$ cat src/rtl/chrono_pkg.sv
// Shared types and limits for the chrono_counter stopwatch/timer core.
package chrono_pkg;

  localparam int unsigned FIELD_W = 8;

  typedef logic [FIELD_W-1:0] field_t;

  localparam field_t SEC_MAX = 8'd59;
  localparam field_t MIN_MAX = 8'd59;

  typedef enum logic {
    MODE_UP   = 1'b0,
    MODE_DOWN = 1'b1
  } mode_e;

  typedef enum logic {
    STOPPED = 1'b0,
    RUNNING = 1'b1
  } run_e;

  function automatic field_t sat(input field_t v, input field_t lim);
    return (v > lim) ? lim : v;
  endfunction

endpackage

$ cat src/rtl/tick_prescaler.sv
// Divides the system clock down to one tick per counted second; holds phase while disabled.
module tick_prescaler #(
  parameter int unsigned CLK_PER_SEC = 25_000_000,
  parameter int unsigned PRESC_W     = 25
) (
  input  logic clock,
  input  logic reset,
  input  logic en,
  input  logic clr,
  output logic tick
);

  localparam logic [PRESC_W-1:0] LAST = PRESC_W'(CLK_PER_SEC - 1);

  logic [PRESC_W-1:0] cnt_q, cnt_d;

  // Combinational so the time fields step on the same edge the count wraps.
  assign tick = en && (cnt_q == LAST);

  always_comb begin
    cnt_d = cnt_q;
    if (clr)       cnt_d = '0;
    else if (tick) cnt_d = '0;
    else if (en)   cnt_d = cnt_q + PRESC_W'(1);
  end

  always_ff @(posedge clock) begin
    if (!reset) cnt_q <= '0;
    else        cnt_q <= cnt_d;
  end

endmodule

$ cat src/rtl/chrono_counter.sv
// Stopwatch/timer core: HH:MM:SS up/down counting with preset load, lap capture and done pulse.
module chrono_counter
  import chrono_pkg::*;
#(
  parameter int unsigned CLK_PER_SEC = 25_000_000,
  parameter int unsigned HOUR_MAX    = 99,
  parameter int unsigned PRESC_W     = 25
) (
  input  logic         clock,
  input  logic         reset,
  input  logic         start_stop,
  input  logic         lap,
  input  logic         count_down,
  input  logic         load,
  input  logic [7:0]   load_h,
  input  logic [7:0]   load_m,
  input  logic [7:0]   load_s,
  output logic [7:0]   hours,
  output logic [7:0]   minutes,
  output logic [7:0]   seconds,
  output logic [7:0]   lap_h,
  output logic [7:0]   lap_m,
  output logic [7:0]   lap_s,
  output logic         lap_valid,
  output logic         running,
  output logic         sec_tick,
  output logic         done
);

  localparam field_t HMAX = field_t'(HOUR_MAX);

  run_e   run_q, run_d;
  mode_e  mode_q, mode_d;
  logic   ss_prev_q, lap_prev_q;
  field_t h_q, h_d, m_q, m_d, s_q, s_d;
  field_t lh_q, lh_d, lm_q, lm_d, ls_q, ls_d;
  logic   lapv_q, lapv_d;
  logic   tick_q, done_q, done_d;

  logic   tick, clr;
  logic   ss_edge, lap_edge, load_eff, time_zero;

  tick_prescaler #(
    .CLK_PER_SEC (CLK_PER_SEC),
    .PRESC_W     (PRESC_W)
  ) u_presc (
    .clock (clock),
    .reset (reset),
    .en    (run_q == RUNNING),
    .clr   (clr),
    .tick  (tick)
  );

  assign ss_edge   = start_stop & ~ss_prev_q;
  assign lap_edge  = lap & ~lap_prev_q;
  assign load_eff  = load && (run_q == STOPPED);
  assign time_zero = (h_q == '0) && (m_q == '0) && (s_q == '0);

  always_comb begin
    run_d  = run_q;
    mode_d = mode_q;
    h_d    = h_q;
    m_d    = m_q;
    s_d    = s_q;
    lh_d   = lh_q;
    lm_d   = lm_q;
    ls_d   = ls_q;
    lapv_d = lapv_q;
    done_d = 1'b0;
    clr    = 1'b0;

    if (tick) begin
      if (mode_q == MODE_UP) begin
        if (s_q < SEC_MAX) s_d = s_q + 8'd1;
        else begin
          s_d = '0;
          if (m_q < MIN_MAX) m_d = m_q + 8'd1;
          else begin
            m_d = '0;
            if (h_q < HMAX) h_d = h_q + 8'd1;
            else begin
              h_d    = '0;
              done_d = 1'b1;
            end
          end
        end
      end else begin
        if (s_q != '0) s_d = s_q - 8'd1;
        else begin
          s_d = SEC_MAX;
          if (m_q != '0) m_d = m_q - 8'd1;
          else begin
            m_d = MIN_MAX;
            h_d = (h_q != '0) ? h_q - 8'd1 : HMAX;
          end
        end
        if ((h_d == '0) && (m_d == '0) && (s_d == '0)) begin
          done_d = 1'b1;
          run_d  = STOPPED;
          clr    = 1'b1;
        end
      end
    end

    // Load only acts while stopped, so it never collides with a tick; it masks the button edges.
    if (load_eff) begin
      h_d    = sat(load_h, HMAX);
      m_d    = sat(load_m, MIN_MAX);
      s_d    = sat(load_s, SEC_MAX);
      lapv_d = 1'b0;
      clr    = 1'b1;
    end else begin
      if (ss_edge) begin
        if (run_q == RUNNING) run_d = STOPPED;
        else if (!(count_down && time_zero)) begin
          run_d  = RUNNING;
          mode_d = count_down ? MODE_DOWN : MODE_UP;
        end
      end
      if (lap_edge) begin
        lh_d   = h_q;
        lm_d   = m_q;
        ls_d   = s_q;
        lapv_d = 1'b1;
      end
    end
  end

  always_ff @(posedge clock) begin
    if (!reset) begin
      run_q      <= STOPPED;
      mode_q     <= MODE_UP;
      ss_prev_q  <= 1'b1;
      lap_prev_q <= 1'b1;
      h_q        <= '0;
      m_q        <= '0;
      s_q        <= '0;
      lh_q       <= '0;
      lm_q       <= '0;
      ls_q       <= '0;
      lapv_q     <= 1'b0;
      tick_q     <= 1'b0;
      done_q     <= 1'b0;
    end else begin
      run_q      <= run_d;
      mode_q     <= mode_d;
      ss_prev_q  <= start_stop;
      lap_prev_q <= lap;
      h_q        <= h_d;
      m_q        <= m_d;
      s_q        <= s_d;
      lh_q       <= lh_d;
      lm_q       <= lm_d;
      ls_q       <= ls_d;
      lapv_q     <= lapv_d;
      tick_q     <= tick;
      done_q     <= done_d;
    end
  end

  assign hours     = h_q;
  assign minutes   = m_q;
  assign seconds   = s_q;
  assign lap_h     = lh_q;
  assign lap_m     = lm_q;
  assign lap_s     = ls_q;
  assign lap_valid = lapv_q;
  assign running   = (run_q == RUNNING);
  assign sec_tick  = tick_q;
  assign done      = done_q;

endmodule

$ cat config.mk
export PLATFORM = sky130hd
export DESIGN_NAME = chrono_counter
export DESIGN_NICKNAME = d
export VERILOG_FILES = /design/src/rtl/chrono_pkg.sv /design/src/rtl/tick_prescaler.sv /design/src/rtl/chrono_counter.sv
export SDC_FILE = /design/constraint.sdc
export NUM_CORES = 1
export LEC_CHECK = 0
export CORE_UTILIZATION = 54
export DETAILED_ROUTE_END_ITERATION = 8
export GPL_TIMING_DRIVEN = 0
export PLACE_DENSITY = 0.89
export RECOVER_POWER = 50
export SETUP_SLACK_MARGIN = 0.5
export SYNTH_ARGS = -nofsm -noshare
export SYNTH_HDL_FRONTEND = slang
export SYNTH_SLANG_ARGS = --single-unit
$ cat constraint.sdc
create_clock -name clock -period 2.9 [get_ports clock]
set_input_delay 0.29 -clock clock [delete_from_list [all_inputs] [get_ports clock]]
set_output_delay 0.29 -clock clock [all_outputs]
set_load 0.05 [all_outputs]
==> reports/qor.yml <==
outcome:
  status: "completed"
pwr:
  comb_power_share: 0.235
  p_int_w: 0.001870
  switching_share: 0.3166
  seq_power_share: 0.422
  clock_power_share: 0.344
  irDropWorstVdd_mv: 0.3695
  leakage_nw: 2.344
  p_per_area_nw_per_um2: 441.8
  p_sw_w: 0.0008663
die:
  num_rows: 34
  die_w_um: 96.25
  io_pins: 82
  die_y_um: 96.25
  core_area_sq_um: 8678
  start_util: 0.5528
  die_area_sq_um: 9264
worst_hold_path:
  hold_path_class: "register to register"
  min_path_cells: 2
  hold_path.startpoint: "lap_h[1]$_SDFFE_PN0P_"
yosys:
  async_reset_ff_frac: 0
  synth-seq-cells: 80
  seq_area_frac_synth: 0.3339
  synth_area_sq_um: 4797
  synth_ff_type: "dfxtp_1"
  synth-edff-count: 0
  synth.area.top_cells: "dfxtp_1 (33%), nand2_1 (6.5%), nor2_1 (4.5%)"
  synth.top_cell.area_share: 0.3339
  synthCells: 602
  yosysMostFrequentCell: "nand2_1"
  ys_types: 72
  syn_nets: 641
  synth_common_cells: "nand2_1 (83), dfxtp_1 (80), nor2_1 (58), o21ai_0 (35), a21oi_1 (31)"
  yosysWarnings: 0
  syn_area_per_cell_sq_um: 7.969
  yosys.area.top_type: "dfxtp_1"
global_route:
  grt_max_degree: 15
  track_usage: 0.3308
  grt_pass1_wl_um: 23330
  antenna_found_initial: 0
  overflow: 0
  grt_pass1_vias: 4792
final_layout:
  drive_gt1_frac: 0.1275
  nFillCells: 735
  nets: 748
  fin_area_sq_um: 6193
  area_delta_synth_final_pct: 29.11
placement:
  dp_slack_ns: 0.1756
  place_area_sq_um: 5739
  dpl.hpwl_um: 10580
  gp_congestion: 0.9310
  io_buffer_count: 80
timing:
  timing.fmax_ghz: 0.3805
  worst_slack_ns: 0.2718
  max_slew_margin: 0.5293
  rsz0062_at_grt: "yes"
  finalSetupTns_ns: 0
  tightest_slew_ns: 0.7060
  slew_violations: 0
  fin_crit_sh: 0.9063
  setup_viol: 0
  finClkSkew_ns: 0.01864
  hold_viol_final: 0
  min_period_ns: 2.628
clock_network:
  clock_latency_ns: 0.36
  numCtsBuffers: 9
  post_cts_hold_buffer_count: 0
  cts_tree: "built"
  htreeDepth: 3
  clock_path_buffers: 2
  path_clk_slew_ns: 0.09
  cts_root_buf: "clkbuf_8"
  cts_sinks: 80
worst_setup_path:
  arrival_ns: 2.87
  critPathBufInv: 3
  crit_path_end_kind: "register"
  path_depth: 7
  reg2reg_from: "running$_SDFF_PN0_"
  cp-startpoint: "running$_SDFF_PN0_"
  r2r_setup_slack_ns: 0.27
  worst_path_largest_cell_delay_ns: 0.58
  cpLargestDelayFamily: "buffers and inverters"
  critPathLaunchType: "register"
  cp_max_fo: 10
  cp.required_ns: 3.14
  cpMaxStageDelayCell: "clkbuf_1"
  worstSetupPathType: "register to register"
  reg2regPathDepth: 7
  crit_chain: "clkbuf_1 > nand2b_1 > clkbuf_2 > clkbuf_1 > o31a_1 > a21oi_1 > o221a_1"
  cpMostUsedCell: "clkbuf_1"
route:
  drcViolationCount: 0
  vias_per_cell: 6.160
  postRouteAntennaNets: 0
  wirelength_um: 14760
  dr.pass1.iters: 7
  drt_iter0_drc: 398
  wire_per_inst_um: 17.93
  vias: 5070
job:
  drv_cap: 0
==> power groups by stage <==
stage / registers, W / clock network (W) / logic (W)
4_1_cts: 0.00115 / 0.000945 / 0.000616
5_1_grt: 0.00116 / 0.000987 / 0.000684
3_5_place_dp: 0.00118 / 0 / 0.000568
2_1_floorplan: 0.00126 / 0 / 0.000303
6_report: 0.00115 / 0.000940 / 0.000642
3_3_place_gp: 0.00118 / 0 / 0.000564
==> flip-flops by register name (all words and copies together) (netlist names), 8 cells and up <==
register / flops
hours: 8
lap_h: 8
lap_m: 8
lap_s: 8
minutes: 8
seconds: 8
u_presc.cnt_q: 25
==> cell usage in the layout, fill, tap and decap left out, types with 3 or more instances in the layout <==
cell	n
and3_1	14
mux2_2	4
a21boi_0	26
a21oi_1	31
nor2b_1	3
or3_1	3
or4_1	4
clkbuf_2	8
a31oi_1	9
inv_2	3
nand3_1	25
o21ai_1	6
buf_4	18
o21a_1	6
dfxtp_4	3
ha_1	7
buf_6	6
nand4_1	15
dlygate4sd3_1	50
a22oi_1	4
o21ai_0	34
a21boi_1	4
clkbuf_8	12
clkdlybuf4s50_1	30
and2_1	6
nor3_1	16
nand2_1	82
nor2_1	58
o22ai_1	6
nand2b_1	7
inv_1	8
and4_1	7
xor2_1	15
xnor2_1	17
nor4_4	4
dfxtp_1	75
clkbuf_1	19
==> what timing repair did <==
action | in CTS | in global routing
cloned | 0 | 0
resized for setup | 19 | 25
setup endpoints to repair | 30 | 57
pin swaps | 7 | 8
setup buffers | 8 | 8
==> path summary, 6_finish.rpt <==
| check | to |
|---|---|
| worst max-delay path | hours[5]$_SDFFE_PN0P_ |
| worst min-delay path | lap_h[1]$_SDFFE_PN0P_ |
| worst max register to register | hours[5]$_SDFFE_PN0P_ |
| worst min register to register | lap_h[1]$_SDFFE_PN0P_ |
==> metal layers <==
metal | global-route usage | routed length, um | vias to the layer above | share of wire
met3 | 0.05766 | 1193 | 63 | 0.081
met2 | 0.5650 | 6983 | 288 | 0.47
li1 | - | - | 2366 | -
met4 | 0.1940 | 651 | 0 | 0.044
met5 | 0 | 0 | - | 0
met1 | 0.3863 | 5928 | 2353 | 0.40
==> final cells by class <==
| class | instances | area (sq um) | share of cell area |
|---|---|---|---|
| Multi-Input combinational cell | 467 | 2964 | 0.4786 |
| Timing Repair Buffer | 96 | 933.4 | 0.1507 |
| Tap cell | 108 | 135.1 | 0.02182 |
| Antenna cell | 1 | 2.502 | 0.0004040 |
| Clock inverter | 6 | 92.59 | 0.01495 |
| Clock buffer | 10 | 127.6 | 0.02061 |
| Inverter | 12 | 47.55 | 0.007677 |
| Sequential cell | 80 | 1615 | 0.2608 |
| Buffer | 43 | 275.3 | 0.04444 |
==> kinds of logic (layout without fill, tap and decap cells) <==
kind of cell / count (synthesis) / count (layout) / synth area share
AOI/OAI and AO/OA: 162 / 162 / 0.2287
muxes: 5 / 5 / 0.01148
xor gates and xnor gates: 32 / 32 / 0.05842
adders and majority gates: 9 / 9 / 0.02347
buffers and inverters: 55 / 167 / 0.06546
and+or+nand+nor: 259 / 259 / 0.2786
other: 0 / 1 / 0
DFF: 80 / 80 / 0.3339
==> per-stage QoR <==
step | utilization | hold WS, ns | power, W | instances
after floorplan | - | 0.3915 | 0.001563 | 602
after global placement | 0.6613 | 0.4497 | 0.001746 | 790
after detailed placement | 0.6613 | 0.4575 | 0.001751 | 790
after CTS | 0.7043 | 0.2707 | 0.002714 | 814
after global routing | 0.7134 | 0.4836 | 0.002827 | 822
final | 0.7137 | 0.4628 | 0.002736 | 823
==> worst reg2reg max path, cell delays in order, from the launching register on <==
cell,delay (ns)
dfxtp_1,0.38
clkbuf_1,0.37
nand2b_1,0.17
clkbuf_2,0.25
clkbuf_1,0.58
o31a_1,0.43
a21oi_1,0.08
o221a_1,0.25
Note: power is estimated with default switching activity, not from simulation.
